===== src/rtl/renkon_pkg.sv =====
// Shared definitions for the renkon convolution datapath controllers:
// default geometry parameters, core phase encoding, the control bus record
// and the convolution-controller FSM states.
package renkon_pkg;

    localparam int LWIDTH  = 10;
    localparam int OUTSIZE = 10;
    localparam int D_CONV  = 6;
    localparam int CORE    = 8;

    // Phase reported by the core controller
    typedef enum logic [1:0] {
        CORE_WAIT    = 2'd0,
        CORE_NETWORK = 2'd1,
        CORE_INPUT   = 2'd2,
        CORE_OUTPUT  = 2'd3
    } core_state_t;

    // Control bus passed from stage to stage along the pipeline
    typedef struct packed {
        logic start;
        logic valid;
        logic stop;
    } ctrl_reg;

    localparam ctrl_reg CTRL_IDLE = '{start: 1'b0, valid: 1'b0, stop: 1'b0};

    // Convolution controller FSM states
    typedef enum logic [1:0] {
        S_IDLE  = 2'd0,
        S_RUN   = 2'd1,
        S_DRAIN = 2'd2
    } conv_state_t;

    // True when a start on the control bus opens a counted convolution pass
    function automatic logic start_accepted(input ctrl_reg c, input logic [1:0] phase);
        return c.start && (phase == CORE_INPUT);
    endfunction

endpackage


===== src/rtl/ctrl_conv_delay.sv =====
// ctrl_delay: fixed-depth shift register for a packed payload. It models the
// multiplier + adder-tree latency so control arrives together with the data.
module ctrl_delay #(
    parameter int DEPTH = 1,
    parameter int WIDTH = 1
) (
    input  logic             clk,
    input  logic             xrst,
    input  logic [WIDTH-1:0] i_data,
    output logic [WIDTH-1:0] o_data
);

    logic [WIDTH-1:0] r_stage [DEPTH];

    // Shift the payload one stage per cycle; reset flushes every stage
    always_ff @(posedge clk) begin
        if (xrst) begin
            for (int i = 0; i < DEPTH; i++) begin
                r_stage[i] <= '0;
            end
        end else begin
            r_stage[0] <= i_data;
            for (int i = 1; i < DEPTH; i++) begin
                r_stage[i] <= r_stage[i-1];
            end
        end
    end

    assign o_data = r_stage[DEPTH-1];

endmodule


===== src/rtl/ctrl_conv.sv =====
// ctrl_conv: convolution-stage controller. Tracks the raster position of each
// incoming pixel, flags positions that complete a fil x fil window, and delays
// that decision through the multiply/adder-tree latency to drive the
// accumulation buffer and the control bus of the following stage.
// Optional build macro CTRL_CONV_CHECK_EN adds the sticky conv_err output.
module ctrl_conv #(
    parameter int LWIDTH  = renkon_pkg::LWIDTH,
    parameter int OUTSIZE = renkon_pkg::OUTSIZE,
    parameter int D_CONV  = renkon_pkg::D_CONV
) (
    input  logic                clk,
    input  logic                xrst,
    input  renkon_pkg::ctrl_reg in_ctrl,
    input  logic [1:0]          core_state,
    input  logic [LWIDTH-1:0]   w_img_size,
    input  logic [LWIDTH-1:0]   w_fil_size,
    input  logic                first_input,
    input  logic                last_input,
    output renkon_pkg::ctrl_reg out_ctrl,
    output logic                accum_we,
    output logic                accum_clr,
    output logic [OUTSIZE-1:0]  accum_addr,
    output logic                bias_en
`ifdef CTRL_CONV_CHECK_EN
    ,
    output logic                conv_err
`endif
);

    import renkon_pkg::*;

    localparam int DCW = (D_CONV > 1) ? $clog2(D_CONV) : 1;
    localparam int PW  = OUTSIZE + 5;

    conv_state_t         r_state;
    conv_state_t         w_state_n;
    logic [LWIDTH-1:0]   r_x;
    logic [LWIDTH-1:0]   r_y;
    logic [LWIDTH-1:0]   r_img;
    logic [LWIDTH-1:0]   r_fil;
    logic [LWIDTH-1:0]   w_x_n;
    logic [LWIDTH-1:0]   w_y_n;
    logic [LWIDTH-1:0]   w_img_n;
    logic [LWIDTH-1:0]   w_fil_n;
    logic [LWIDTH-1:0]   w_imgm1;
    logic [LWIDTH-1:0]   w_film1;
    logic [OUTSIZE-1:0]  r_addr;
    logic [OUTSIZE-1:0]  w_addr_n;
    logic [DCW-1:0]      r_drain;
    logic [DCW-1:0]      w_drain_n;
    logic                w_accept;
    logic                w_run;
    logic                w_win;
    logic [PW-1:0]       w_pay_head;
    logic [PW-1:0]       r_pay;
    logic [PW-1:0]       w_pay_tail;
    logic                w_tail_win;
    logic                w_tail_first;
    logic                w_tail_last;
    logic                w_tail_start;
    logic                w_tail_stop;
    logic [OUTSIZE-1:0]  w_tail_addr;

    assign w_accept = start_accepted(in_ctrl, core_state);
    assign w_run    = (r_state == S_RUN);
    assign w_imgm1  = r_img - LWIDTH'(1);
    assign w_film1  = r_fil - LWIDTH'(1);

    // A window completes when the current (pre-increment) raster position has
    // at least fil-1 pixels to its left and above. A restarting start wins
    // over a coincident valid, since the counters are being zeroed.
    assign w_win = w_run && in_ctrl.valid && !w_accept &&
                   (r_x >= w_film1) && (r_y >= w_film1);

    // Next-state, raster counters, address counter and drain timer
    always_comb begin
        w_state_n = r_state;
        w_x_n     = r_x;
        w_y_n     = r_y;
        w_img_n   = r_img;
        w_fil_n   = r_fil;
        w_addr_n  = r_addr;
        w_drain_n = '0;

        if (w_accept) begin
            w_state_n = in_ctrl.stop ? S_DRAIN : S_RUN;
            w_x_n     = '0;
            w_y_n     = '0;
            w_addr_n  = '0;
            w_img_n   = w_img_size;
            w_fil_n   = w_fil_size;
        end else begin
            case (r_state)
                S_RUN: begin
                    if (in_ctrl.valid) begin
                        if (r_x == w_imgm1) begin
                            w_x_n = '0;
                            if (r_y == w_imgm1) begin
                                w_y_n = '0;
                            end else begin
                                w_y_n = r_y + LWIDTH'(1);
                            end
                        end else begin
                            w_x_n = r_x + LWIDTH'(1);
                        end
                    end
                    if (w_win) begin
                        w_addr_n = r_addr + OUTSIZE'(1);
                    end
                    if (in_ctrl.stop) begin
                        w_state_n = S_DRAIN;
                    end
                end
                S_DRAIN: begin
                    if (r_drain == DCW'(D_CONV - 1)) begin
                        w_state_n = S_IDLE;
                    end else begin
                        w_drain_n = r_drain + DCW'(1);
                    end
                end
                default: begin
                    w_state_n = r_state;
                end
            endcase
        end
    end

    // State and counter registers
    always_ff @(posedge clk) begin
        if (xrst) begin
            r_state <= S_IDLE;
            r_x     <= '0;
            r_y     <= '0;
            r_img   <= '0;
            r_fil   <= '0;
            r_addr  <= '0;
            r_drain <= '0;
        end else begin
            r_state <= w_state_n;
            r_x     <= w_x_n;
            r_y     <= w_y_n;
            r_img   <= w_img_n;
            r_fil   <= w_fil_n;
            r_addr  <= w_addr_n;
            r_drain <= w_drain_n;
        end
    end

    // Address is only meaningful alongside a write, so it is zeroed otherwise
    // to keep the accumulation-buffer port quiet between writes.
    assign w_pay_head = {w_win, first_input, last_input,
                         in_ctrl.start, in_ctrl.stop,
                         (w_win ? r_addr : OUTSIZE'(0))};

    // Decision register ahead of the multiply/adder-tree delay line
    always_ff @(posedge clk) begin
        if (xrst) begin
            r_pay <= '0;
        end else begin
            r_pay <= w_pay_head;
        end
    end

    ctrl_delay #(
        .DEPTH (D_CONV),
        .WIDTH (PW)
    ) u_delay (
        .clk    (clk),
        .xrst   (xrst),
        .i_data (r_pay),
        .o_data (w_pay_tail)
    );

    assign {w_tail_win, w_tail_first, w_tail_last,
            w_tail_start, w_tail_stop, w_tail_addr} = w_pay_tail;

    assign accum_we   = w_tail_win;
    assign accum_clr  = w_tail_first && w_tail_win;
    assign bias_en    = w_tail_last && w_tail_win;
    assign accum_addr = w_tail_addr;
    assign out_ctrl   = '{start: w_tail_start, valid: w_tail_win, stop: w_tail_stop};

`ifdef CTRL_CONV_CHECK_EN
    logic [2*LWIDTH-1:0] r_cnt;
    logic [2*LWIDTH-1:0] w_cnt_n;
    logic [2*LWIDTH-1:0] w_cnt_stop;
    logic [2*LWIDTH-1:0] w_img_sq;
    logic                r_err;
    logic                w_err_n;

    assign w_img_sq = (2*LWIDTH)'(r_img) * (2*LWIDTH)'(r_img);

    // Count valids of the running pass and flag short/long passes or a
    // filter larger than the image. Only a stop that ends a running pass is
    // judged; a start+stop pair is a deliberate empty pass.
    always_comb begin
        w_cnt_n    = r_cnt;
        w_err_n    = r_err;
        w_cnt_stop = r_cnt + (2*LWIDTH)'(in_ctrl.valid);
        if (w_accept) begin
            w_cnt_n = '0;
            if (w_fil_size > w_img_size) begin
                w_err_n = 1'b1;
            end
        end else if (w_run) begin
            w_cnt_n = w_cnt_stop;
            if (in_ctrl.stop && (w_cnt_stop != w_img_sq)) begin
                w_err_n = 1'b1;
            end
        end
    end

    // Valid counter and sticky error flag
    always_ff @(posedge clk) begin
        if (xrst) begin
            r_cnt <= '0;
            r_err <= 1'b0;
        end else begin
            r_cnt <= w_cnt_n;
            r_err <= w_err_n;
        end
    end

    assign conv_err = r_err;
`endif

endmodule


===== config.mk =====
export PLATFORM = sky130hd
export DESIGN_NAME = ctrl_conv
export DESIGN_NICKNAME = d
export VERILOG_FILES = /design/src/rtl/renkon_pkg.sv /design/src/rtl/ctrl_conv_delay.sv /design/src/rtl/ctrl_conv.sv
export SDC_FILE = /design/constraint.sdc
export NUM_CORES = 1
export LEC_CHECK = 0
export CORE_ASPECT_RATIO = 1.25
export CORE_MARGIN = 2
export CORE_UTILIZATION = 42
export CTS_CLUSTER_SIZE = 20
export DETAILED_ROUTE_END_ITERATION = 8
export GPL_TIMING_DRIVEN = 0
export PLACE_DENSITY = 0.67
export RECOVER_POWER = 25
export SLEW_MARGIN = 25
export SYNTH_ARGS = -nofsm -noshare
export SYNTH_HDL_FRONTEND = slang
export SYNTH_SLANG_ARGS = --single-unit

===== constraint.sdc =====
create_clock -name clk -period 5.2 [get_ports clk]
set_clock_uncertainty 0.05 [all_clocks]
set_input_delay 0.52 -clock clk [delete_from_list [all_inputs] [get_ports clk]]
set_output_delay 0.52 -clock clk [all_outputs]
set_load 0.02 [all_outputs]

==> metrics.txt, run 1 <==
# TYPE chip_impl_metric gauge
chip_impl_metric{name="width_of_the_die",unit="um"} 115
chip_impl_metric{name="worst_slew_pin_slew",unit="ps"} 893
chip_impl_metric{name="vias_per_cell",unit=""} 5.04
chip_impl_info{name="clockRootBuffer",value="clkbuf_16"} 1
chip_impl_metric{name="final_antenna_net_count",unit=""} 0
chip_impl_metric{name="placed_area",unit="sq um"} 7150
chip_impl_info{name="yosys.area.top_type",value="dfxtp_1"} 1
chip_impl_metric{name="latest_clock_arrival_within_the_worst_skew_pair",unit="ps"} 420
chip_impl_info{name="type_of_element_capturing_the_critical_path",value="flop"} 1
chip_impl_metric{name="antenna-diode-count",unit=""} 0
chip_impl_info{name="r2r_end",value="r_pay[4]$_SDFF_PP0_"} 1
chip_impl_metric{name="reg2reg_slack",unit="ps"} 1130
chip_impl_metric{name="yosys.area_share.adder",unit="%"} 4.41
chip_impl_metric{name="number_of_synthesized_flops_with_an_enable_pin",unit=""} 0
chip_impl_metric{name="maximum_number_of_pins_on_one_net_before_global_route_repair",unit=""} 18
chip_impl_metric{name="vdd_drop_max",unit="mV"} 0.234
chip_impl_metric{name="cp_data_required_time",unit="ps"} 5470
chip_impl_metric{name="reg2regPathDepth",unit=""} 15
chip_impl_metric{name="cp_slowest_stage_delay",unit="ps"} 560
chip_impl_metric{name="yosys-mux-area-fraction",unit="%"} 1.70
chip_impl_info{name="critical_path_source_type",value="flop"} 1
chip_impl_metric{name="numPortBuffers",unit=""} 44
chip_impl_metric{name="hold_viol_final",unit=""} 0
chip_impl_metric{name="hold_path_depth",unit=""} 1
chip_impl_metric{name="drt-initial-drc-count",unit=""} 243
chip_impl_metric{name="post_cts_hold_buffer_count",unit=""} 0
chip_impl_info{name="hold_path_startpoint",value="u_delay.r_stage[1][2]$_SDFF_PP0_"} 1
chip_impl_metric{name="max_cap_viol_count",unit=""} 0
chip_impl_metric{name="postSynthNetCount",unit=""} 724
chip_impl_metric{name="yosysSeqAreaShare",unit="%"} 49.5
chip_impl_metric{name="grt_antenna_before_repair",unit=""} 0
chip_impl_metric{name="cts_clk_pin_slew_worst_paths",unit="ps"} 70
chip_impl_metric{name="area_delta_synth_final",unit="%"} 19.3
chip_impl_info{name="synth.most_common_cell",value="dfxtp_1"} 1
chip_impl_metric{name="fillCellCount",unit=""} 1356
chip_impl_metric{name="synth_seq_cells",unit=""} 160
chip_impl_info{name="hp-class",value="flop to flop"} 1
chip_impl_metric{name="post_synth_num_cell_types",unit=""} 55
chip_impl_info{name="outcome",value="finished clean"} 1
chip_impl_metric{name="global_route.usage.total",unit="%"} 16.7
chip_impl_metric{name="worst-endpoint-arrival",unit="ps"} 4330
chip_impl_info{name="rsz0062_at_grt",value="no"} 1
chip_impl_metric{name="site_row_count",unit=""} 50
chip_impl_metric{name="setup_total_negative_slack",unit="ps"} 0
chip_impl_metric{name="finalWeightedCongestion",unit=""} 0.885
chip_impl_metric{name="fmax",unit="MHz"} 246
chip_impl_metric{name="cell_area_after_synthesis",unit="sq um"} 6470
chip_impl_metric{name="synth-compound-area-share",unit="%"} 7.27
chip_impl_metric{name="cts_htree_levels",unit=""} 4
chip_impl_info{name="worstHoldEndpoint",value="u_delay.r_stage[2][2]$_SDFF_PP0_"} 1
chip_impl_metric{name="total_leakage_power",unit="nW"} 3.03
chip_impl_metric{name="drv_slew",unit=""} 0
chip_impl_metric{name="critPathMaxFanout",unit=""} 10
chip_impl_metric{name="layout.nets",unit=""} 787
chip_impl_info{name="tritoncts",value="built"} 1
chip_impl_metric{name="die_height",unit="um"} 143
chip_impl_metric{name="post_synth_xor_area_fraction",unit="%"} 7.60
chip_impl_metric{name="layout_cells_sized_above_1",unit="%"} 7.33
chip_impl_metric{name="wire_per_inst",unit="um"} 13.9
chip_impl_info{name="max_stage_delay_cell_worst_path",value="a311oi_4"} 1
chip_impl_info{name="combinational_family_with_the_most_area_after_synthesis",value="simple AND/OR/NAND/NOR gates"} 1
chip_impl_metric{name="ioPinCount",unit=""} 45
chip_impl_metric{name="grt-ovfl-total",unit=""} 0
chip_impl_metric{name="finish.instance_area",unit="sq um"} 7720
chip_impl_metric{name="numClockSinks",unit=""} 160
chip_impl_info{name="crit_type",value="flop to flop"} 1
chip_impl_metric{name="detailedRoute.firstPassIterationCount",unit=""} 5
chip_impl_info{name="critical_path.cell_chain",value="inv_1, ha_1, nor3b_1, nand2_1, xor2_1, ha_1, and3_1, a221oi_1, o21ai_0, o21ai_0, a211oi_1, a311oi_4, a21oi_2, buf_6, and3b_1"} 1
chip_impl_metric{name="grt_pass1_wl",unit="um"} 21400
chip_impl_info{name="worst_path_dominant_cell_family",value="compound AO/OA/AOI/OAI gates"} 1
chip_impl_metric{name="cts_resized",unit=""} 0
chip_impl_metric{name="syn_inst",unit=""} 674
chip_impl_metric{name="total_power",unit="mW"} 2.60
chip_impl_metric{name="ys_warn_count",unit=""} 0
chip_impl_metric{name="initial_utilization",unit="%"} 43.1
chip_impl_metric{name="final_util",unit="%"} 51.4
chip_impl_info{name="netlist_top_cells_area",value="dfxtp_1 (49%), nor2b_1 (9.3%), nand2_1 (4.2%)"} 1
chip_impl_metric{name="dieArea",unit="sq um"} 16400
chip_impl_metric{name="synth_top_cell_area_share",unit="%"} 49.5
chip_impl_info{name="timing.rr.start",value="r_fil[0]$_SDFFE_PP0P_"} 1
chip_impl_metric{name="syn_avg_cell_area",unit="sq um"} 9.60
chip_impl_metric{name="wl",unit="um"} 12900
chip_impl_metric{name="slew_headroom",unit="%"} 39.9
chip_impl_info{name="synth_top_cells_by_count",value="dfxtp_1 (160), nor2b_1 (96), nand2_1 (73)"} 1
chip_impl_metric{name="worst-path-buf-inv",unit=""} 2
chip_impl_metric{name="finalWorstPathRequiredPeriod",unit="ps"} 4070
chip_impl_metric{name="design.core.area",unit="sq um"} 15000
chip_impl_metric{name="cellPowerDensity",unit="nW/um^2"} 337
chip_impl_metric{name="report.final.setup_viol",unit=""} 0
chip_impl_metric{name="number_of_global_route_vias_before_repair",unit=""} 4626
chip_impl_metric{name="synth_simple_gate_area_share",unit="%"} 25.2
chip_impl_info{name="predominant_post_synthesis_flop_cell",value="dfxtp_1"} 1
chip_impl_metric{name="dr_vias",unit=""} 4697
chip_impl_metric{name="cts-root-to-sink-buffers",unit=""} 2
chip_impl_metric{name="async_flop_share",unit="%"} 0
chip_impl_metric{name="final_cycle_utilization_of_the_critical_path",unit="%"} 78.2
chip_impl_metric{name="cts_inserted_buffers",unit=""} 17
chip_impl_metric{name="drc",unit=""} 0
chip_impl_metric{name="cts.repair_timing.setup_buffer_count",unit=""} 0
chip_impl_metric{name="detailedPlacementHpwl",unit="um"} 9560
==> worst reg2reg max path, delay by kind of cell, from the launching register on <==
family	cells	cell delay, ps
compound gates	6	1670
simple gates	4	850
fa+ha+maj	2	490
flops	1	340
buf+inv	2	300
xor+xnor	1	260
==> metal layers <==
layer	track usage, %	wire [um]	part of all wire (%)
met4	7.86	314	2.4
met3	4.46	550	4.3
met2	29.8	6690	52
met5	0	0	0
met1	18.4	5390	42
==> registers in the layout, indices dropped and copies added (netlist names) <==
| name | flops |
|---|---|
| r_y | 10 |
| r_fil | 10 |
| r_x | 10 |
| r_img | 10 |
| r_pay | 15 |
| r_state | 2 |
| r_drain | 3 |
| u_delay.r_stage | 90 |
| r_addr | 10 |
==> cells in the final DEF (no fill, tap or decap), types with 13 or more instances in the layout <==
cell type	count
nand3_1	14
clkbuf_16	17
buf_4	13
clkdlybuf4s50_1	42
nand2_1	73
nor2_1	32
clkbuf_1	35
xnor2_1	24
a21oi_1	37
dfxtp_1	160
ha_1	21
nor2b_1	96
xor2_1	27
==> through the flow <==
stage                     worst slack, ps  instances  hold WS, ps
after global routing                  758        932          393
after detailed placement             1140        900          372
after CTS                            1120        932          384
after floorplan                      1660        674          364
final                                1130        932          380
after global placement               1220        900          365
==> layout make-up <==
| cell class | instances | area, sq um | share of cell area (%) |
|---|---|---|---|
| plain buffers | 49 | 240 | 3.11 |
| inverters | 10 | 37.5 | 0.486 |
| clock buffers | 18 | 429 | 5.56 |
| repair buffers | 44 | 440 | 5.70 |
| multi-input cells | 455 | 3000 | 38.8 |
| flip-flops and latches | 160 | 3200 | 41.5 |
| clock inverters | 14 | 146 | 1.90 |
| well taps | 182 | 228 | 2.95 |
==> power breakdown <==
part           leakage (nW)  switching (mW)  internal, mW
Sequential             1.29         0.00746          1.24
Combinational          1.46          0.0963        0.0739
Clock                 0.272           0.548         0.638
==> cell families (layout without fill, tap and decap cells) <==
| kind of cell | count (synthesis) | count (layout) |
|---|---|---|
| simple gates | 294 | 294 |
| flops | 160 | 160 |
| compound gates | 74 | 74 |
| buf+inv | 59 | 135 |
| xor+xnor | 53 | 53 |
| fa+ha+maj | 23 | 23 |
| mux | 11 | 11 |
==> worst max path at each step <==
stage | start | to | cells past startpoint
6_report | r_fil[0]$_SDFFE_PP0P_ | r_pay[4]$_SDFF_PP0_ | 15
5_1_grt | r_fil[0]$_SDFFE_PP0P_ | r_pay[4]$_SDFF_PP0_ | 15
4_1_cts | r_fil[0]$_SDFFE_PP0P_ | r_pay[3]$_SDFF_PP0_ | 15
3_5_place_dp | r_fil[0]$_SDFFE_PP0P_ | r_pay[3]$_SDFF_PP0_ | 15
3_3_place_gp | r_fil[0]$_SDFFE_PP0P_ | r_pay[4]$_SDFF_PP0_ | 15
2_1_floorplan | r_fil[0]$_SDFFE_PP0P_ | r_pay[7]$_SDFF_PP0_ | 13
No activity file was read; power rests on OpenSTA's default activity.
==> inputs of run 2 (changes only) <==
--- a/config.mk
+++ b/config.mk
@@ -11,7 +11,7 @@
 export CTS_CLUSTER_SIZE = 20
 export DETAILED_ROUTE_END_ITERATION = 8
 export GPL_TIMING_DRIVEN = 0
-export PLACE_DENSITY = 0.67
+export PLACE_DENSITY = 0.69
 export RECOVER_POWER = 25
 export SLEW_MARGIN = 25
 export SYNTH_ARGS = -nofsm -noshare
==> constraint.sdc (replaced) <==
create_clock -name clk -period 3.3 [get_ports clk]
set_clock_uncertainty 0.05 [all_clocks]
set_input_delay 0.33 -clock clk [delete_from_list [all_inputs] [get_ports clk]]
set_output_delay 0.33 -clock clk [all_outputs]
set_load 0.02 [all_outputs]
==> metrics.txt, run 2 (synthesized netlist as in run 1, its figures left out) <==
# TYPE chip_impl_metric gauge
chip_impl_info{name="outcome",value="complete, but fails checks"} 1
chip_impl_info{name="failing_checks",value="setup timing"} 1
chip_impl_metric{name="cts_clk_pin_slew_worst_paths",unit="ps"} 70
chip_impl_metric{name="numClockSinks",unit=""} 160
chip_impl_metric{name="numPortBuffers",unit=""} 44
chip_impl_metric{name="met3WireLength",unit="um"} 563
chip_impl_info{name="max_stage_delay_cell_worst_path",value="or4_4"} 1
chip_impl_metric{name="total_power",unit="mW"} 4.15
chip_impl_metric{name="critPathMaxFanout",unit=""} 5
chip_impl_info{name="tritoncts",value="built"} 1
chip_impl_metric{name="max_cap_viol_count",unit=""} 0
chip_impl_metric{name="vdd_drop_max",unit="mV"} 0.338
chip_impl_info{name="clockRootBuffer",value="clkbuf_16"} 1
chip_impl_info{name="most_frequent_cells_in_the_layout",value="dfxtp_1 (157), nor2b_1 (96), nand2_1 (72)"} 1
chip_impl_info{name="route.top_layer_used",value="met4"} 1
chip_impl_metric{name="met2WireLength",unit="um"} 6380
chip_impl_info{name="worst_path_dominant_cell_family",value="compound AO/OA/AOI/OAI gates"} 1
chip_impl_metric{name="setup_ws",unit="ps"} -392
chip_impl_info{name="critical_path.cell_chain",value="or4_4, nor2_4, xnor2_2, ha_1, a21oi_2, o21ai_1, a221o_1, maj3_2, maj3_2, a311oi_4, a21oi_2, buf_6, and3b_1"} 1
chip_impl_info{name="most_frequent_standard_cell_in_the_layout_excluding_fill_and_tap_cells",value="dfxtp_1"} 1
chip_impl_metric{name="setup_total_negative_slack",unit="ps"} -7320
chip_impl_info{name="largest_regs",value="u_delay.r_stage x90, r_pay x15"} 1
chip_impl_metric{name="fmax",unit="MHz"} 271
chip_impl_info{name="largest_register",value="u_delay.r_stage"} 1
chip_impl_metric{name="area_delta_synth_final",unit="%"} 22.0
chip_impl_metric{name="timing.hold.ws",unit="ps"} 380
chip_impl_metric{name="wire_per_inst",unit="um"} 13.6
chip_impl_metric{name="grt-ovfl-total",unit=""} 0
chip_impl_metric{name="worst_slew_pin_slew",unit="ps"} 742
chip_impl_metric{name="cp_data_required_time",unit="ps"} 3560
chip_impl_metric{name="number_of_flip_flops_in_the_largest_register",unit=""} 90
chip_impl_metric{name="placedCellCount",unit=""} 900
chip_impl_metric{name="initial_utilization",unit="%"} 43.1
chip_impl_info{name="type_of_element_capturing_the_critical_path",value="flop"} 1
chip_impl_metric{name="site_row_count",unit=""} 50
chip_impl_info{name="crit_type",value="flop to flop"} 1
chip_impl_metric{name="fillCellCount",unit=""} 1366
chip_impl_metric{name="drc",unit=""} 0
chip_impl_metric{name="grt_antenna_before_repair",unit=""} 0
chip_impl_metric{name="cellPowerDensity",unit="nW/um^2"} 525
chip_impl_metric{name="final_util",unit="%"} 52.6
chip_impl_info{name="hp-class",value="flop to flop"} 1
chip_impl_metric{name="worst-endpoint-arrival",unit="ps"} 3950
chip_impl_metric{name="wl",unit="um"} 12800
chip_impl_metric{name="cp_slowest_stage_delay",unit="ps"} 550
chip_impl_metric{name="finalWorstPathRequiredPeriod",unit="ps"} 3690
chip_impl_metric{name="maximum_number_of_pins_on_one_net_before_global_route_repair",unit=""} 17
chip_impl_metric{name="vias_per_cell",unit=""} 5.06
chip_impl_metric{name="post_route_non_filler_standard_cell_count",unit=""} 939
chip_impl_metric{name="dieArea",unit="sq um"} 16400
chip_impl_info{name="critical_path_source_type",value="flop"} 1
chip_impl_metric{name="cts_inserted_buffers",unit=""} 17
chip_impl_metric{name="cts_htree_levels",unit=""} 4
chip_impl_metric{name="width_of_the_die",unit="um"} 115
chip_impl_metric{name="worst-path-buf-inv",unit=""} 1
chip_impl_metric{name="global_route.usage.total",unit="%"} 16.5
chip_impl_metric{name="final_cycle_utilization_of_the_critical_path",unit="%"} 112
chip_impl_metric{name="finalWeightedCongestion",unit=""} 0.838
chip_impl_metric{name="hold_viol_final",unit=""} 0
chip_impl_metric{name="post_cts_hold_buffer_count",unit=""} 0
chip_impl_metric{name="layout.nets",unit=""} 795
chip_impl_metric{name="die_height",unit="um"} 143
chip_impl_metric{name="antenna-diode-count",unit=""} 0
chip_impl_metric{name="wl_met1",unit="um"} 5470
chip_impl_metric{name="dr_vias",unit=""} 4755
chip_impl_metric{name="number_of_global_route_vias_before_repair",unit=""} 4577
chip_impl_metric{name="report.final.setup_viol",unit=""} 21
chip_impl_metric{name="ioPinCount",unit=""} 45
chip_impl_metric{name="detailedRoute.firstPassIterationCount",unit=""} 4
chip_impl_metric{name="total_leakage_power",unit="nW"} 3.13
chip_impl_metric{name="slew_headroom",unit="%"} 50.2
chip_impl_metric{name="cts-root-to-sink-buffers",unit=""} 2
chip_impl_metric{name="latest_clock_arrival_within_the_worst_skew_pair",unit="ps"} 420
chip_impl_metric{name="detailedPlacementHpwl",unit="um"} 9390
chip_impl_metric{name="drv_slew",unit=""} 0
chip_impl_metric{name="final_antenna_net_count",unit=""} 0
chip_impl_metric{name="design.core.area",unit="sq um"} 15000
chip_impl_metric{name="drt-initial-drc-count",unit=""} 279
chip_impl_info{name="rsz0062_at_grt",value="yes"} 1
chip_impl_metric{name="grt_pass1_wl",unit="um"} 21200
chip_impl_metric{name="layout_cells_sized_above_1",unit="%"} 10.3
## run 2: changes by cell type in the layout (fill, tap and decap cells not counted), sizes merged
cell           change
clkinvlp           -1
clkinv             -2
buf                +8
inv                +1
bufinv             +1
dlygate4sd3        -1
clkdlybuf4s50      +1
## run 2: worst paths after layout
| check | depth (start not counted) | end | from | slack (ps) |
|---|---|---|---|---|
| setup / recovery | 13 | r_pay[8]$_SDFF_PP0_ | r_fil[1]$_SDFFE_PP0P_ | -390 |
| hold reg to reg | 1 | u_delay.r_stage[3][1]$_SDFF_PP0_ | u_delay.r_stage[2][1]$_SDFF_PP0_ | 380 |
| setup reg to reg | 13 | r_pay[8]$_SDFF_PP0_ | r_fil[1]$_SDFFE_PP0P_ | -390 |
| hold / removal | 1 | u_delay.r_stage[3][1]$_SDFF_PP0_ | u_delay.r_stage[2][1]$_SDFF_PP0_ | 380 |
## run 2: area by class of cell
class                           count  area [sq um]  share of cell area (%)
Buffer                             49           241                    3.06
Inverter                           10          37.5                   0.476
Sequential cell                   160          3210                    40.6
Clock inverter                     13           141                    1.79
Clock buffer                       18           439                    5.56
Multi-Input combinational cell    455          3090                    39.2
Tap cell                          182           228                    2.89
Timing Repair Buffer               52           508                    6.44
## run 2: power by group
group / total [mW] / internal [mW] / leakage [nW] / switching [mW]
sequential: 1.96 / 1.95 / 1.29 / 0.0123
combinational: 0.289 / 0.128 / 1.55 / 0.161
clock: 1.90 / 1.08 / 0.281 / 0.814
## run 2: what timing repair did
action,4_1_cts,5_1_grt
gates resized for setup,13,12
setup endpoints to repair,29,32
setup buffers,3,4
pin swaps,5,11
cloned,1,0
## run 2: per-layer routing
| metal | global-route usage, % | vias up |
|---|---|---|
| met5 | 0 | - |
| met3 | 4.80 | 29 |
| met4 | 7.74 | 0 |
| met1 | 18.6 | 2219 |
| li1 | - | 2384 |
| met2 | 28.7 | 123 |
## run 2: through the flow
stage | area, sq um | setup slack (ps)
final | 7890 | -392
after global routing | 7890 | -491
after CTS | 7820 | -389
after detailed placement | 7150 | -745
after global placement | 7140 | -644
after floorplan | 6470 | -210
==> RTL change (flow settings as in run 2) <==
The package constant `D_CONV` goes from 6 to 5.
--- a/src/rtl/renkon_pkg.sv
+++ b/src/rtl/renkon_pkg.sv
@@ -5,7 +5,7 @@
 
     localparam int LWIDTH  = 10;
     localparam int OUTSIZE = 10;
-    localparam int D_CONV  = 6;
+    localparam int D_CONV  = 5;
     localparam int CORE    = 8;
 
     // Phase reported by the core controller
Formal check against the unedited RTL: not equivalent (Yosys sat finds a counterexample within 10 cycles, from zero or initial values and one cycle with xrst high).
==> RTL change against run 2 <==
  * Routed wire length grew 3.1%
  * Clock power is essentially flat
  * Sequential share of layout area shrank 2.6 points
  * Cell area shrank 3.1%
  * Highest routed layer unchanged
  * Total power shrank 4.1%
  * Largest power group is now clock
  * Sequential cell count shrank 15
  * Synthesized area shrank 7.4%
  * Core utilization grew 2.5 points
  * Sequential power shrank 9%
  * Setup slack gained 380 ps
  * The run still ends with setup timing left
==> RTL change: results (changes against run 2) <==
[final_layout]
layout-drive-gt1-share_pct = 17.4  ; +7.1 points
nNetsFinal = 768  ; -3.4%
synthToLayoutAreaGrowth_pct = 27.6
largestRegisters = u_delay.r_stage (75), r_pay (15)
fillers = 1195  ; -13%

[global_route]
grt_pass1_vias = 4568  ; -0.20%
grt_usage_pct = 17.8  ; +1.3 points
grt_max_degree = 19  ; +2
grt_pass1_wl_microns = 21500  ; +1.5%

[synthesis]
netlist_top_cells_area = dfxtp_1, nor2b_1, ha_1
synth_common_cells = dfxtp_1, nor2b_1, nand2_1
synthesis.nets = 691  ; -4.6%
yosysUniqueCellTypes = 63  ; +15%
seq_area_frac_synth_pct = 48.5  ; -1.0 points
synth_flop_cell = dfxtp_1

[pwr]
p_leak_nw = 3.01  ; -3.6%
peakVddDrop_mv = 0.304  ; -10%

[placement]
place.gp.congestion = 0.957  ; +14%
dp_hpwl_microns = 9270  ; -1.3%
dpl_cell_area_sq_mm = 0.00665  ; -7.0%
pre_cts_slack_ps = -705  ; +39.2 ps

[route]
via_per_inst = 5.09  ; +0.55%
routedWlPerCell_microns = 14.5  ; +6.9%
drt_iter0_drc = 241  ; -14%

[min_path]
hold_depth = 1  ; unchanged
hp-start = u_delay.r_stage[0][2]
holdPathEnd = u_delay.r_stage[1][2]

[outcome]
outcome = finished with violations
violations = setup timing

[worst_setup_path]
reg2reg_depth = 12  ; -1
critPathMaxStageDelay_ps = 600  ; +50 ps
crit_start = r_fil[0]
rr_endpoint = r_addr[8]
cpMaxStageDelayCell = or4b_2
cp.arrival_ps = 3610  ; -340 ps
cp_max_fo = 10  ; +5

[clocking]
clk_pin_slew_worst_paths_ps = 70  ; about the same

[sta]
setup_tns_ps = -8.50  ; +7310 ps
max-slew-margin-rel_pct = 47.1  ; -3.0 points
hold-worst-slack_ps = 382  ; +1.89 ps
fin_ws_ps = -8.50  ; +384 ps
setup_violations = 1  ; -95%

[RTL change: changes by cell type after synthesis, moves of 10 or more]
cell,delta
dfxtp_1,-15
nor2b_1,-15
clkbuf_1,-14
nor2_1,+11
and2_1,+10
and3b_1,-10
mux2i_1,-10
[RTL change: kinds of logic after synthesis]
kind of cell	Yosys count	share of synthesized area, %
buf+inv	54	4.70
flops	145	48.5
fa+ha+maj	22	4.55
mux	2	0.355
simple gates	280	25.4
compound gates	92	9.82
xor+xnor	46	6.73
[RTL change: worst register-to-register path, stage by stage (launching register included)]
cell and delay [ps]:
dfxtp_4 370, or4_4 550, nor2_4 120, xnor2_2 90, ha_1 310, nand3_1 100, a21oi_2 150, o22ai_2 130
a211oi_2 370, nor2_2 120, buf_6 160, or4b_2 600, a21oi_1 130
[RTL change: worst max-delay path by stage]
stage                 to  slack (ps)  depth (start not counted)
6_report       r_addr[8]          -9                         12
5_1_grt        r_addr[8]        -160                         12
4_1_cts         r_pay[5]        -110                         15
3_5_place_dp   r_addr[9]        -710                         15
3_3_place_gp   r_addr[9]        -630                         15
2_1_floorplan  r_addr[9]          30                         15
[RTL change: final cells by class]
type                    count  share of cell area [%]
multi-input cells         442                    39.7
flip-flops and latches    145                    38.0
repair buffers             58                    7.28
clock buffers              17                    5.56
plain buffers              40                    3.37
well taps                 175                    2.86
clock inverters            15                    2.42
inverters                  14                   0.720
[RTL change: per-layer routing]
layer  track usage, %  wire, microns  vias up
met5                0              0        -
met1             19.5           5600     2180
li1                 -              -     2318
met3             4.84            450       25
met2             32.7           6860       90
met4             7.78            263        0
[RTL change: what timing repair did]
item / in CTS / in global routing
endpoints found under the setup margin: 30 / 37
gates cloned: 2 / 0
resized for setup: 37 / 41
buffers inserted: 10 / 2
hold buffers: 0 / 0
pin swaps: 23 / 20
[RTL change: report_power, final]
part	total, mW	switching, mW	internal [mW]
logic	0.292	0.162	0.130
registers	1.78	0.0142	1.77
clock network	1.90	0.877	1.03
[RTL change: metrics by stage]
step                std cells  power (mW)
finish                    906        3.97
global route              906        4.12
CTS                       904        3.99
detailed placement        860        2.07
global placement          860        2.06
floorplan                 641        1.98
